**src/rtl/key_sched_pkg.sv**
```systemverilog
// Shared types and defaults for the RC4 key-search work scheduler.
//   key_t          : key word at the default key width
//   sched_state_t  : scheduler FSM states
//   KEY_MAX_DEFAULT, CHUNK_SIZE_DEFAULT : default search range and chunk size
package key_sched_pkg;

  localparam int KEY_W_DEFAULT = 24;

  typedef logic [KEY_W_DEFAULT-1:0] key_t;

  typedef enum logic [2:0] {
    IDLE,
    DISPATCH,
    DRAIN,
    FOUND,
    EXHAUSTED
  } sched_state_t;

  localparam key_t KEY_MAX_DEFAULT    = 24'h3FFFFF;
  localparam int   CHUNK_SIZE_DEFAULT = 4096;

endpackage

```
**src/rtl/key_search_scheduler_rr_arbiter.sv**
```systemverilog
// Round-robin arbiter (module rr_arbiter).
// Ports:
//   clok, resetm : clock, asynchronous active-low reset
//   req     [N]  : request vector (already masked by the caller)
//   advance      : the current winner was actually granted; move the pointer
//   gnt     [N]  : one-hot combinational winner (zero when no request)
//   gnt_idx      : index of the winner
// The pointer holds the index where the next search begins; after a grant
// it moves to the slot just past the winner, so a continuously requesting
// core cannot starve its neighbours.
module rr_arbiter #(
  parameter int N = 4
) (
  input  logic                 clok,
  input  logic                 resetm,
  input  logic [N-1:0]         req,
  input  logic                 advance,
  output logic [N-1:0]         gnt,
  output logic [$clog2(N)-1:0] gnt_idx
);

  localparam int IW = $clog2(N);

  logic [IW-1:0] ptr;
  logic          hit;
  int            j;

  always_comb begin
    gnt     = '0;
    gnt_idx = '0;
    hit     = 1'b0;
    j       = 0;
    for (int k = 0; k < N; k++) begin
      j = int'(ptr) + k;
      if (j >= N) j = j - N;
      if (!hit && req[j]) begin
        hit     = 1'b1;
        gnt[j]  = 1'b1;
        gnt_idx = IW'(j);
      end
    end
  end

  always_ff @(posedge clok or negedge resetm) begin
    if (!resetm) begin
      ptr <= '0;
    end else if (advance) begin
      ptr <= (gnt_idx == IW'(N - 1)) ? '0 : gnt_idx + 1'b1;
    end
  end

endmodule

```
**src/rtl/key_search_scheduler.sv**
```systemverilog
// Dynamic work distributor for parallel RC4 key-search cores.
// Hands out contiguous key chunks round-robin, tracks the global next-key
// pointer, and collects found / exhausted status. Any found report stops
// every core.
// Ports:
//   clok, resetm        : clock, asynchronous active-low reset
//   start               : one-cycle pulse, begin a search from key 0
//   core_req/busy/found : per-core request, busy level, found pulse
//   core_key            : per-core reported key, core i at [i*KEY_W +: KEY_W]
//   core_grant          : one-hot one-cycle grant pulse
//   chunk_base/last     : inclusive key range of the granted chunk
//   stop_all            : level, all cores abort
//   found_key, key      : level, captured key
//   last_key            : level, key space exhausted with no match
//   done                : level, search finished
//   dbg_state           : current FSM state
// Optional build macro KEY_SCHED_PERF_EN adds chunks_granted and
// search_cycles saturating counters.
//
// Handshake: a core raises core_req and holds it until it sees its
// core_grant bit. The grant is registered, so a request sampled at one edge
// is granted at the next; during the grant cycle the core's request is
// masked, and the core drops (or re-raises) req from the following cycle.
// chunk_base/chunk_last are valid while any grant bit is high.
module key_search_scheduler
  import key_sched_pkg::*;
#(
  parameter int               NUM_CORES  = 4,
  parameter int               KEY_W      = KEY_W_DEFAULT,
  parameter logic [KEY_W-1:0] KEY_MAX    = KEY_MAX_DEFAULT,
  parameter int               CHUNK_SIZE = CHUNK_SIZE_DEFAULT
) (
  input  logic                       clok,
  input  logic                       resetm,
  input  logic                       start,
  input  logic [NUM_CORES-1:0]       core_req,
  input  logic [NUM_CORES-1:0]       core_busy,
  input  logic [NUM_CORES-1:0]       core_found,
  input  logic [NUM_CORES*KEY_W-1:0] core_key,
  output logic [NUM_CORES-1:0]       core_grant,
  output logic [KEY_W-1:0]           chunk_base,
  output logic [KEY_W-1:0]           chunk_last,
  output logic                       stop_all,
  output logic                       found_key,
  output logic [KEY_W-1:0]           key,
  output logic                       last_key,
  output logic                       done,
  output sched_state_t               dbg_state
`ifdef KEY_SCHED_PERF_EN
  ,
  output logic [15:0]                chunks_granted,
  output logic [31:0]                search_cycles
`endif
);

  localparam int             IDX_W       = $clog2(NUM_CORES);
  localparam logic [KEY_W:0] KEY_MAX_EXT = {1'b0, KEY_MAX};
  localparam logic [KEY_W:0] CHUNK_EXT   = (KEY_W + 1)'(CHUNK_SIZE);

  sched_state_t          state, state_n;
  // One extra bit so stepping past KEY_MAX (or past the top of the key
  // width) is seen as "out of range" rather than wrapping to zero.
  logic [KEY_W:0]        next_base, next_base_n;
  logic [NUM_CORES-1:0]  grant_n;
  logic [KEY_W-1:0]      chunk_base_n, chunk_last_n;
  logic                  stop_n, found_n, last_n, done_n;
  logic [KEY_W-1:0]      key_n;

  logic [NUM_CORES-1:0]  masked_req;
  logic [NUM_CORES-1:0]  arb_gnt;
  logic [IDX_W-1:0]      arb_idx;
  logic                  advance;
  logic                  restart;
  logic                  any_found;
  logic [KEY_W-1:0]      found_sel;
  logic [KEY_W:0]        last_ext;
  logic                  in_range;

  assign masked_req = core_req & ~core_grant;
  assign any_found  = |core_found;
  assign last_ext   = next_base + CHUNK_EXT - 1'b1;
  assign in_range   = (next_base <= KEY_MAX_EXT);
  assign dbg_state  = state;

  rr_arbiter #(
    .N (NUM_CORES)
  ) u_arb (
    .clok    (clok),
    .resetm  (resetm),
    .req     (masked_req),
    .advance (advance),
    .gnt     (arb_gnt),
    .gnt_idx (arb_idx)
  );

  // Lowest-index reporting core wins when several report together.
  always_comb begin
    found_sel = '0;
    for (int i = NUM_CORES - 1; i >= 0; i--) begin
      if (core_found[i]) found_sel = core_key[i*KEY_W +: KEY_W];
    end
  end

  always_comb begin
    state_n      = state;
    next_base_n  = next_base;
    grant_n      = '0;
    chunk_base_n = chunk_base;
    chunk_last_n = chunk_last;
    stop_n       = stop_all;
    found_n      = found_key;
    key_n        = key;
    last_n       = last_key;
    done_n       = done;
    advance      = 1'b0;
    restart      = 1'b0;

    case (state)
      IDLE: begin
        if (start) restart = 1'b1;
      end
      DISPATCH: begin
        if (any_found) begin
          state_n = FOUND;
          key_n   = found_sel;
          found_n = 1'b1;
          stop_n  = 1'b1;
          done_n  = 1'b1;
        end else if (!in_range) begin
          state_n = DRAIN;
        end else if (|arb_gnt) begin
          grant_n[arb_idx] = 1'b1;
          chunk_base_n     = next_base[KEY_W-1:0];
          chunk_last_n     = (last_ext > KEY_MAX_EXT) ? KEY_MAX : last_ext[KEY_W-1:0];
          next_base_n      = next_base + CHUNK_EXT;
          advance          = 1'b1;
        end
      end
      DRAIN: begin
        if (any_found) begin
          state_n = FOUND;
          key_n   = found_sel;
          found_n = 1'b1;
          stop_n  = 1'b1;
          done_n  = 1'b1;
        end else if (core_busy == '0 && core_grant == '0) begin
          state_n = EXHAUSTED;
          last_n  = 1'b1;
          done_n  = 1'b1;
        end
      end
      FOUND, EXHAUSTED: begin
        if (start) restart = 1'b1;
      end
      default: state_n = IDLE;
    endcase

    if (restart) begin
      state_n     = DISPATCH;
      next_base_n = '0;
      found_n     = 1'b0;
      last_n      = 1'b0;
      done_n      = 1'b0;
      stop_n      = 1'b0;
      key_n       = '0;
    end
  end

  always_ff @(posedge clok or negedge resetm) begin
    if (!resetm) begin
      state      <= IDLE;
      next_base  <= '0;
      core_grant <= '0;
      chunk_base <= '0;
      chunk_last <= '0;
      stop_all   <= 1'b0;
      found_key  <= 1'b0;
      key        <= '0;
      last_key   <= 1'b0;
      done       <= 1'b0;
    end else begin
      state      <= state_n;
      next_base  <= next_base_n;
      core_grant <= grant_n;
      chunk_base <= chunk_base_n;
      chunk_last <= chunk_last_n;
      stop_all   <= stop_n;
      found_key  <= found_n;
      key        <= key_n;
      last_key   <= last_n;
      done       <= done_n;
    end
  end

`ifdef KEY_SCHED_PERF_EN
  // Counters only move in DISPATCH/DRAIN, so they freeze once finished.
  always_ff @(posedge clok or negedge resetm) begin
    if (!resetm) begin
      chunks_granted <= '0;
      search_cycles  <= '0;
    end else if (restart) begin
      chunks_granted <= '0;
      search_cycles  <= '0;
    end else begin
      if (advance && chunks_granted != '1) chunks_granted <= chunks_granted + 1'b1;
      if ((state == DISPATCH || state == DRAIN) && search_cycles != '1)
        search_cycles <= search_cycles + 1'b1;
    end
  end
`endif

endmodule

```
**config.mk**
```make
export PLATFORM = sky130hd
export DESIGN_NAME = key_search_scheduler
export DESIGN_NICKNAME = d
export VERILOG_FILES = /design/src/rtl/key_sched_pkg.sv /design/src/rtl/key_search_scheduler_rr_arbiter.sv /design/src/rtl/key_search_scheduler.sv
export SDC_FILE = /design/constraint.sdc
export NUM_CORES = 1
export LEC_CHECK = 0
export ABC_AREA = 1
export CORE_ASPECT_RATIO = 1.5
export CORE_MARGIN = 3
export CORE_UTILIZATION = 35
export DETAILED_ROUTE_END_ITERATION = 6
export GPL_ROUTABILITY_DRIVEN = 0
export PLACE_DENSITY = 0.77
export SLEW_MARGIN = 20
export SYNTH_ARGS = -nofsm -noshare
export SYNTH_HDL_FRONTEND = slang
export SYNTH_SLANG_ARGS = --single-unit
```
**constraint.sdc**
```tcl
create_clock -name clok -period 7.1 [get_ports clok]
set_input_delay 1.065 -clock clok [delete_from_list [all_inputs] [get_ports clok]]
set_output_delay 1.065 -clock clok [all_outputs]
set_load 0.1 [all_outputs]
```
### Word-level counts from Yosys, hierarchy flattened

Cells that the tools add are included.

| operators by class | value |
|---|---|
| add/sub/neg operators | 10 |
| $mul | 0 |
| div/mod/pow operators | 0 |
| magnitude comparators | 16 |
| equality and inequality tests | 10 |
| shifts and indexed selects | 0 |
| mux-type cells | 77 |
| bitwise logic cells | 6 |
| reduce and logical (&&, ||, !) cells | 33 |

Operators with widths:

| cell | count |
|---|---|
| two-way mux 24 bit | 8 |
| greater-or-equal comparator 32 x 1 -> 1 bit (second input constant) | 4 |
| less-than comparator 32 x 4 -> 1 bit (second input constant) | 4 |
| two-way mux 32 bit | 4 |
| two-way mux 25 bit | 5 |
| greater-or-equal comparator 32 x 4 -> 1 bit (second input constant) | 3 |
| subtractor 32 x 4 -> 32 bit (second input constant) | 3 |
| two-way mux 4 bit | 8 |
| two-way mux 1 bit | 31 |
| adder 25 x 13 -> 25 bit (second input constant) | 1 |
| > comparator 25 x 22 -> 1 bit (second input constant) | 1 |
| less-or-equal comparator 25 x 22 -> 1 bit (second input constant) | 1 |
| subtractor 25 x 1 -> 25 bit (second input constant) | 1 |
| two-way mux 3 bit | 5 |
| nonzero test 2 bit | 7 |
| OR 4 bit | 3 |
| demux 1 bit (select 2 bit) | 5 |
| two-way mux 2 bit | 5 |
| logical AND 1 bit | 9 |
| case mux 3 bit (3 select lines) | 1 |
| AND reduction 3 bit | 3 |
| binary-select mux 1 bit (select 2 bit) | 4 |
| zero test 4 bit | 2 |
| inequality test 4 bit (second input constant) | 2 |
| 26 further kinds | 32 |

| word-level totals | value |
|---|---|
| bits in registers | 109 |
| latch bits | 0 |
| RAM bits | 0 |
| ROM bits | 0 |
| word-level logic and storage cells | 162 |
| memories kept | 0 |

### Longest topological paths before layout

Gate-level depths: netlist (run 1).

| depth | value |
|---|---|
| depth after elaboration | 23 |
| gate-level depth with buffers | 16 |
| gate-level depth less buffers | 15 |

### Modules after synthesis

A second synthesis (run 1) with hierarchy kept.

| unflattened totals | value |
|---|---|
| cells, all modules | 674 |
| area, all modules | 4962.3 um^2 |

By module, submodules not included:

| module | instances | cells each | area an instance (um^2) | sequential area each (um^2) |
|---|---|---|---|---|
| key_search_scheduler | 1 | 586 | 4391.7 | 1801.7 |
| rr_arbiter | 1 | 88 | 570.5 | 50.0 |

### Least setup slack after synthesis (run 1)

Ideal clock, no wire load.

| path | value |
|---|---|
| path kind | register to register |
| from | register core_grant[3] |
| to | register u_arb.ptr[1] |
| data arrival time | 2.537 ns |
| required time | 6.970 ns |
| setup slack | 4.434 ns |
| cell stages (with the launch flop) | 14 |
| buffers on the path | 0 |
| period minus slack after synthesis | 2.666 ns |
| cell sequence | dfrtp_1 > inv_1 > nand3_1 > o21ai_1 > inv_1 > nor2_1 > nor2_2 > nand2_1 > or3_1 > or2_2 > nand2_1 > ha_1 > nand2_1 > o21ai_0 |

| on the way | value |
|---|---|
| word-level cells in the longest chain between the ends | 20 |
| elaborated cells on any way between the ends | 42 |
| classes of those cells | 1 x add/sub; 1 x eq/ne; 28 x mux; 5 x bitwise; 7 x reduce/logical |

Ends and longest elaborated chain:

| what | line | text |
|---|---|---|
| start: declaration | key_search_scheduler.sv:40 | `output logic [NUM_CORES-1:0] core_grant,` |
| start signal: assignment | key_search_scheduler.sv:184 | `core_grant <= grant_n;` |
| NOT 4 bit (*) | key_search_scheduler.sv:79 | `assign masked_req = core_req & ~core_grant;` |
| bitwise AND 4 bit (*) | key_search_scheduler.sv:79 |  |
| binary-select mux 1 bit (select 2 bit) | key_search_scheduler_rr_arbiter.sv:36 | `if (!hit && req[j]) begin` |
| two-way mux 1 bit (implied by the code) (2 in a row) | key_search_scheduler_rr_arbiter.sv:36 |  |
| two-way mux 1 bit | key_search_scheduler_rr_arbiter.sv:36 |  |
| zero test 1 bit | key_search_scheduler_rr_arbiter.sv:36 |  |
| logical AND 1 bit | key_search_scheduler_rr_arbiter.sv:36 |  |
| two-way mux 1 bit | key_search_scheduler_rr_arbiter.sv:36 |  |
| [... 3 more ...] | -- |  |
| zero test 1 bit | key_search_scheduler_rr_arbiter.sv:36 |  |
| logical AND 1 bit | key_search_scheduler_rr_arbiter.sv:36 |  |
| two-way mux 4 bit | key_search_scheduler_rr_arbiter.sv:36 |  |
| OR reduction 4 bit | key_search_scheduler.sv:131 | `end else if (\|arb_gnt) begin` |
| two-way mux 1 bit | key_search_scheduler.sv:131 |  |
| two-way mux 1 bit | key_search_scheduler.sv:129 | `end else if (!in_range) begin` |
| two-way mux 1 bit | key_search_scheduler.sv:123 | `if (any_found) begin` |
| two-way mux 1 bit | key_search_scheduler.sv:118 | `case (state)` |
| end signal: assignment | key_search_scheduler_rr_arbiter.sv:48 | `ptr <= (gnt_idx == IW'(N - 1)) ? '0 : gnt_idx + 1'b1;` |
| end: declaration | key_search_scheduler_rr_arbiter.sv:24 | `logic [IW-1:0] ptr;` |

Mark *: on every way between the ends. The rest lies on a longest branch, timed or not. The select of a mux whose other input is x is not followed.
A chain may end at the register's enable or synchronous reset.

### Worst setup path in the final report (run 1)

| path | value |
|---|---|
| from | input core_found[0] |
| to | register next_base[15] |

| on the way | value |
|---|---|
| word-level cells in the longest chain between the ends | 3 |

Ends and longest elaborated chain:

| what | line | text |
|---|---|---|
| start: declaration | key_search_scheduler.sv:38 | `input logic [NUM_CORES-1:0] core_found,` |
| OR reduction 4 bit | key_search_scheduler.sv:80 | `assign any_found = \|core_found;` |
| inequality test 2 bit (no line) | -- |  |
| AND reduction 4 bit (no line) | -- |  |
| end signal: assignment | key_search_scheduler.sv:183 | `next_base <= next_base_n;` |
| end: declaration | key_search_scheduler.sv:63 | `logic [KEY_W:0] next_base, next_base_n;` |

No other way between the ends.

==> flow_metrics.tcl, run 1 <==
set metrics [dict create \
    outcome "finished, final reports clean" \
    placedInstanceArea_um2 6600 \
    die_w_um 102 \
    ys_warn_count 0 \
    drtAntennaViolNets 0 \
    clock_latency_ns 0.34 \
    fmax_mhz 270 \
    start_kind "input port" \
    avgSynthCellArea_um2 7.44 \
    finalSetupTns_ns 0 \
    synth_edf_count 0 \
    dieArea_um2 15300 \
    p_total_mw 3.28 \
    max-slew-margin-rel_pct 29.9 \
    grt_start_max_net_pins 75 \
    clock_path_buffers 2 \
    synth.area.top_cells "dfrtp_1 (38%), nand2_1 (11%), o21ai_0 (8.7%)" \
    p_leak_nw 3.10 \
    end_kind "flop" \
    rsz0062_at_grt "no" \
    cts_sinks 74 \
    yosysMostFrequentCell "nand2_1" \
    drv_cap 0 \
    grt_pass1_vias 4850 \
    cts_tree "built" \
    hold_buffers 0 \
    async_flop_share_pct 100 \
    fin_cells 973 \
    skew_ns 0.00585 \
    clk_pin_slew_ns 0.06 \
    finalCoreUtilization_pct 50.9 \
    crit_type "input port to flop" \
    synth_cells 652 \
    overflow 0 \
    dr.pass1.iters 5 \
    diodes 0 \
    post-route-period-util_pct 52.1 \
    pre_cts_ws_ns 3.08 \
    syn_to_final_growth_pct 42.2 \
    synth_area_um2 4850 \
    place_hpwl_um 10900 \
    synth_seq_area_share_pct 38.2 \
    ys_ff_latch 74 \
    ir_drop_mv 0.290 \
    fin_ws_ns 3.40 \
    crit_arrival_ns 3.95 \
    start_util_pct 35.8 \
    synth_top_area_share_pct 38.2 \
    remaining_drc_errors 0 \
    io_buffers 181 \
    tightest_slew_ns 1.05 \
    via_count 4842 \
    nets 933 \
    htreeDepth 3 \
    post_synth_most_frequent_cells "nand2_1 (144), o21ai_0 (84), dfrtp_1 (74)" \
    wirelength_um 13800 \
    die_h_um 150 \
    synth_largest_area_cell "dfrtp_1" \
    hp-class "flop to flop" \
    fin_crit_ns 3.70 \
    avgViaCountPerCell 4.98 \
    n_fill_cell 1273 \
    grtUsageTotal_pct 18.5 \
    cts_buffers 9 \
    synth_cell_types 40 \
    core_area_um2 13500 \
    power_density_nw_per_um2 475 \
    drive_above_1_share_pct 7.15 \
    pin_count 194 \
    rows 52 \
    postCtsSetupBuffers 0 \
    hold_violations 0 \
    finish.instance_area_um2 6890 \
    slew_viol_final 0 \
    placed_cells 958 \
    initialDrtViolationCount 177 \
    drt-wirelength-per-cell_um 14.2 \
    cp_data_required_time_ns 7.34 \
    synth_flop_cell "dfrtp_1" \
    path_max_fanout 29 \
    clock-root-buffer "clkbuf_16" \
    setup_violations 0 \
    ctsResizeCount 0 \
    hold-worst-slack_ns 0.482 \
    grt_pass1_wl_um 22500 \
    antenna_found_initial 0 \
]
-- cells by family after synthesis --
group	after synthesis	share of synthesized area [%]
other	1	0.0773
flip-flops	74	38.2
AND/OR/NAND/NOR	291	27.8
buffers and inverters	111	11.3
XOR/XNOR	2	0.516
AO/OA/AOI/OAI	158	18.2
adder cells (fa/ha/maj)	15	3.87
-- layer usage --
metal / GRT usage (%) / wire [um] / vias to the layer above
met3: 4.82 / 955 / 14
li1: - / - / 2443
met5: 0 / 0 / -
met2: 34.9 / 7540 / 177
met4: 5.52 / 200 / 0
met1: 19.9 / 5150 / 2208
-- worst paths after layout --
kind                                  to  slack [ns]          start  cells past startpoint
setup / recovery           next_base[15]        3.40  core_found[0]                      8
min in group asynchronous  next_base[15]        0.87         resetm                      1
setup reg to reg           chunk_last[9]        4.13   u_arb.ptr[0]                      9
hold reg to reg                  key[17]        0.48        key[17]                      2
max in group asynchronous         key[4]        5.67         resetm                      1
hold / removal                   key[17]        0.48        key[17]                      2
-- cell type report --
| cell class | count | area, um^2 | share of cell area (%) |
|---|---|---|---|
| Timing Repair Buffer | 183 | 1820 | 26.5 |
| Inverter | 61 | 231 | 3.36 |
| Clock inverter | 5 | 55.1 | 0.799 |
| Tap cell | 162 | 203 | 2.94 |
| Multi-Input combinational cell | 478 | 2490 | 36.1 |
| Sequential cell | 74 | 1850 | 26.9 |
| Clock buffer | 10 | 239 | 3.47 |
-- layout by cell type (no fill, tap or decap), types with 6 or more instances in the layout --
cell             synthesis  layout
dfrtp_1                 74      74
conb_1                   1      12
nand2_2                 14      14
inv_1                   55      55
ha_1                    15      15
nor2_1                  53      53
a22oi_1                 18      18
nand3_1                 40      40
nor2_4                   7       7
nand4_1                  9       9
clkbuf_16                0       9
o21ai_0                 84      84
o31ai_1                  6       6
a221oi_1                 6       6
a21oi_1                 26      26
clkdlybuf4s50_1          0     180
nand2_1                144     144
o21ai_1                 12      12
-- registers in the layout (all words and copies together), names as in the netlist --
signal / count
u_arb.ptr: 2
next_base: 13
core_grant: 4
chunk_last: 13
done: 1
dbg_state: 3
key: 24
chunk_base: 12
last_key: 1
found_key: 1
-- worst max-delay path, stage by stage --
cell	delay [ns]
clkdlybuf4s50_1	0.80
nor4_1	0.55
nand2_1	0.14
nor2_2	0.31
nand2_2	0.40
inv_2	0.47
nand2_1	0.08
o21ai_0	0.10
-- report_power, final --
part	switching, mW	leakage, nW	internal (mW)	total (mW)
Sequential	0.117	0.954	0.556	0.673
Clock	0.169	0.140	0.278	0.447
Combinational	1.66	2.00	0.495	2.16
(Power assumes the default switching activity.)
==> run 2: changes to the inputs <==
Settings changed: PLACE_DENSITY 0.77 to 0.8.
Clock period 7.1 ns to 3.1 ns, I/O delays scaled along.
==> flow_metrics.tcl, run 2 (synthesized netlist as in run 1, its figures left out) <==
set metrics [dict create \
    finalSetupTns_ns 0 \
    largest_reg_flops 24 \
    grt_pass1_wl_um 22300 \
    initialDrtViolationCount 184 \
    grt_pass1_vias 4694 \
    placed_cells 967 \
    fin_cells 982 \
    max_stage_delay_ns 0.51 \
    htreeDepth 3 \
    syn_to_final_growth_pct 40.2 \
    rsz0062_at_grt "no" \
    io_buffers 181 \
    remaining_drc_errors 0 \
    path_max_fanout 9 \
    tightest_slew_ns 0.945 \
    cts_buffers 9 \
    grt_start_max_net_pins 75 \
    wirelength_um 13800 \
    skew_ns 0.00627 \
    hold-worst-slack_ns 0.277 \
    pin_count 194 \
    antenna_found_initial 0 \
    die_w_um 102 \
    hold_violations 0 \
    fin_crit_ns 2.66 \
    rows 52 \
    power_density_nw_per_um2 1100 \
    setup_violations 0 \
    regMostFlops "key" \
    nets 942 \
    grtUsageTotal_pct 18.4 \
    gr-usage-met2_pct 34.6 \
    cts_sinks 74 \
    die_h_um 150 \
    clock-root-buffer "clkbuf_16" \
    fmax_mhz 375 \
    dr.pass1.iters 5 \
    hp-class "input port to async pin" \
    ir_drop_mv 0.825 \
    crit_arrival_ns 2.86 \
    drive_above_1_share_pct 16.8 \
    postCtsSetupBuffers 0 \
    grtUsageMet3_pct 3.57 \
    end_kind "flop" \
    dieArea_um2 15300 \
    slew_viol_final 0 \
    place_hpwl_um 11000 \
    start_kind "flop" \
    clk_pin_slew_ns 0.05 \
    start_util_pct 35.8 \
    cpLargestDelayFamily "simple AND/OR/NAND/NOR gates" \
    diodes 0 \
    avgViaCountPerCell 4.94 \
    clock_latency_ns 0.33 \
    cp_slowest_cell "dfrtp_1" \
    hold_buffers 0 \
    overflow 0 \
    top_usage_layer "met2" \
    post-route-period-util_pct 85.9 \
    cp.buffers_inverters 3 \
    crit_type "flop to flop" \
    crit_path_frequent_cell "nand2_1" \
    via_count 4847 \
    p_total_mw 7.45 \
    top_regs "key: 24 flops, chunk_last: 13 flops, next_base: 13 flops" \
    max-slew-margin-rel_pct 37.0 \
    mostFrequentLayoutCell "nand2_1" \
    core_area_um2 13500 \
    cts_tree "built" \
    ctsResizeCount 0 \
    outcome "finished, final reports clean" \
    cp_data_required_time_ns 3.30 \
    crit_chain "inv_1 -> ha_1 -> inv_1 -> nand2_1 -> nand2_1 -> inv_1 -> nand2_1 -> or3_1 -> or2_2 -> nand2_1 -> ha_1 -> nand2_1 -> o21ai_0" \
    p_leak_nw 3.24 \
    drt-wirelength-per-cell_um 14.1 \
    clock_path_buffers 2 \
    met1_usage_pct 20.2 \
    drv_cap 0 \
    drtAntennaViolNets 0 \
    layout_common_cells "nand2_1 (144), clkdlybuf4s50_1 (109), o21ai_0 (84)" \
]
run 2: routing by layer:
metal  share of wire, %  up-vias
met3                6.7       13
li1                   -     2465
met2                 56      192
met4                1.5        0
met1                 36     2177
met5                  0        -
run 2: stage by stage:
step / worst slack, ns / area (um^2) / utilization [%]
finish: 0.436 / 6800 / 50.2
detailed placement: 0.448 / 6490 / 47.9
global route: 0.145 / 6800 / 50.2
floorplan: 0.434 / 4890 / -
global placement: 0.480 / 6490 / 47.9
CTS: 0.434 / 6800 / 50.2
run 2: worst register-to-register path, cell delays in order, from the launching register on:
cell and delay [ns]:
dfrtp_1 0.51, inv_1 0.21, ha_1 0.39, inv_1 0.05, nand2_1 0.06, nand2_1 0.06, inv_1 0.09, nand2_1 0.08
or3_1 0.33, or2_2 0.28, nand2_1 0.10, ha_1 0.23, nand2_1 0.06, o21ai_0 0.08
run 2: cell type report:
| type | count | area (um^2) |
|---|---|---|
| clock buffer | 9 | 225 |
| clock inverter | 6 | 82.6 |
| fill | 1319 | 6740 |
| inverter | 61 | 231 |
| multi-input combinational | 478 | 2490 |
| sequential | 74 | 1850 |
| tap | 162 | 203 |
| timing repair buffer | 192 | 1710 |
run 2: where the power goes:
group          internal, mW  switching, mW
registers              1.27          0.239
clock network         0.695          0.388
logic                  1.03           3.82
run 2: final timing paths:
| path | startpoint | to | slack [ns] | cells past startpoint |
|---|---|---|---|---|
| max | u_arb.ptr[1] | u_arb.ptr[1] | 0.44 | 13 |
| min | resetm | core_grant[2] | 0.28 | 1 |
| max reg2reg | u_arb.ptr[1] | u_arb.ptr[1] | 0.44 | 13 |
| min reg2reg | key[8] | key[8] | 0.48 | 2 |
| max in group asynchronous | resetm | chunk_base[22] | 2.22 | 1 |
| min in group clok | key[8] | key[8] | 0.48 | 2 |
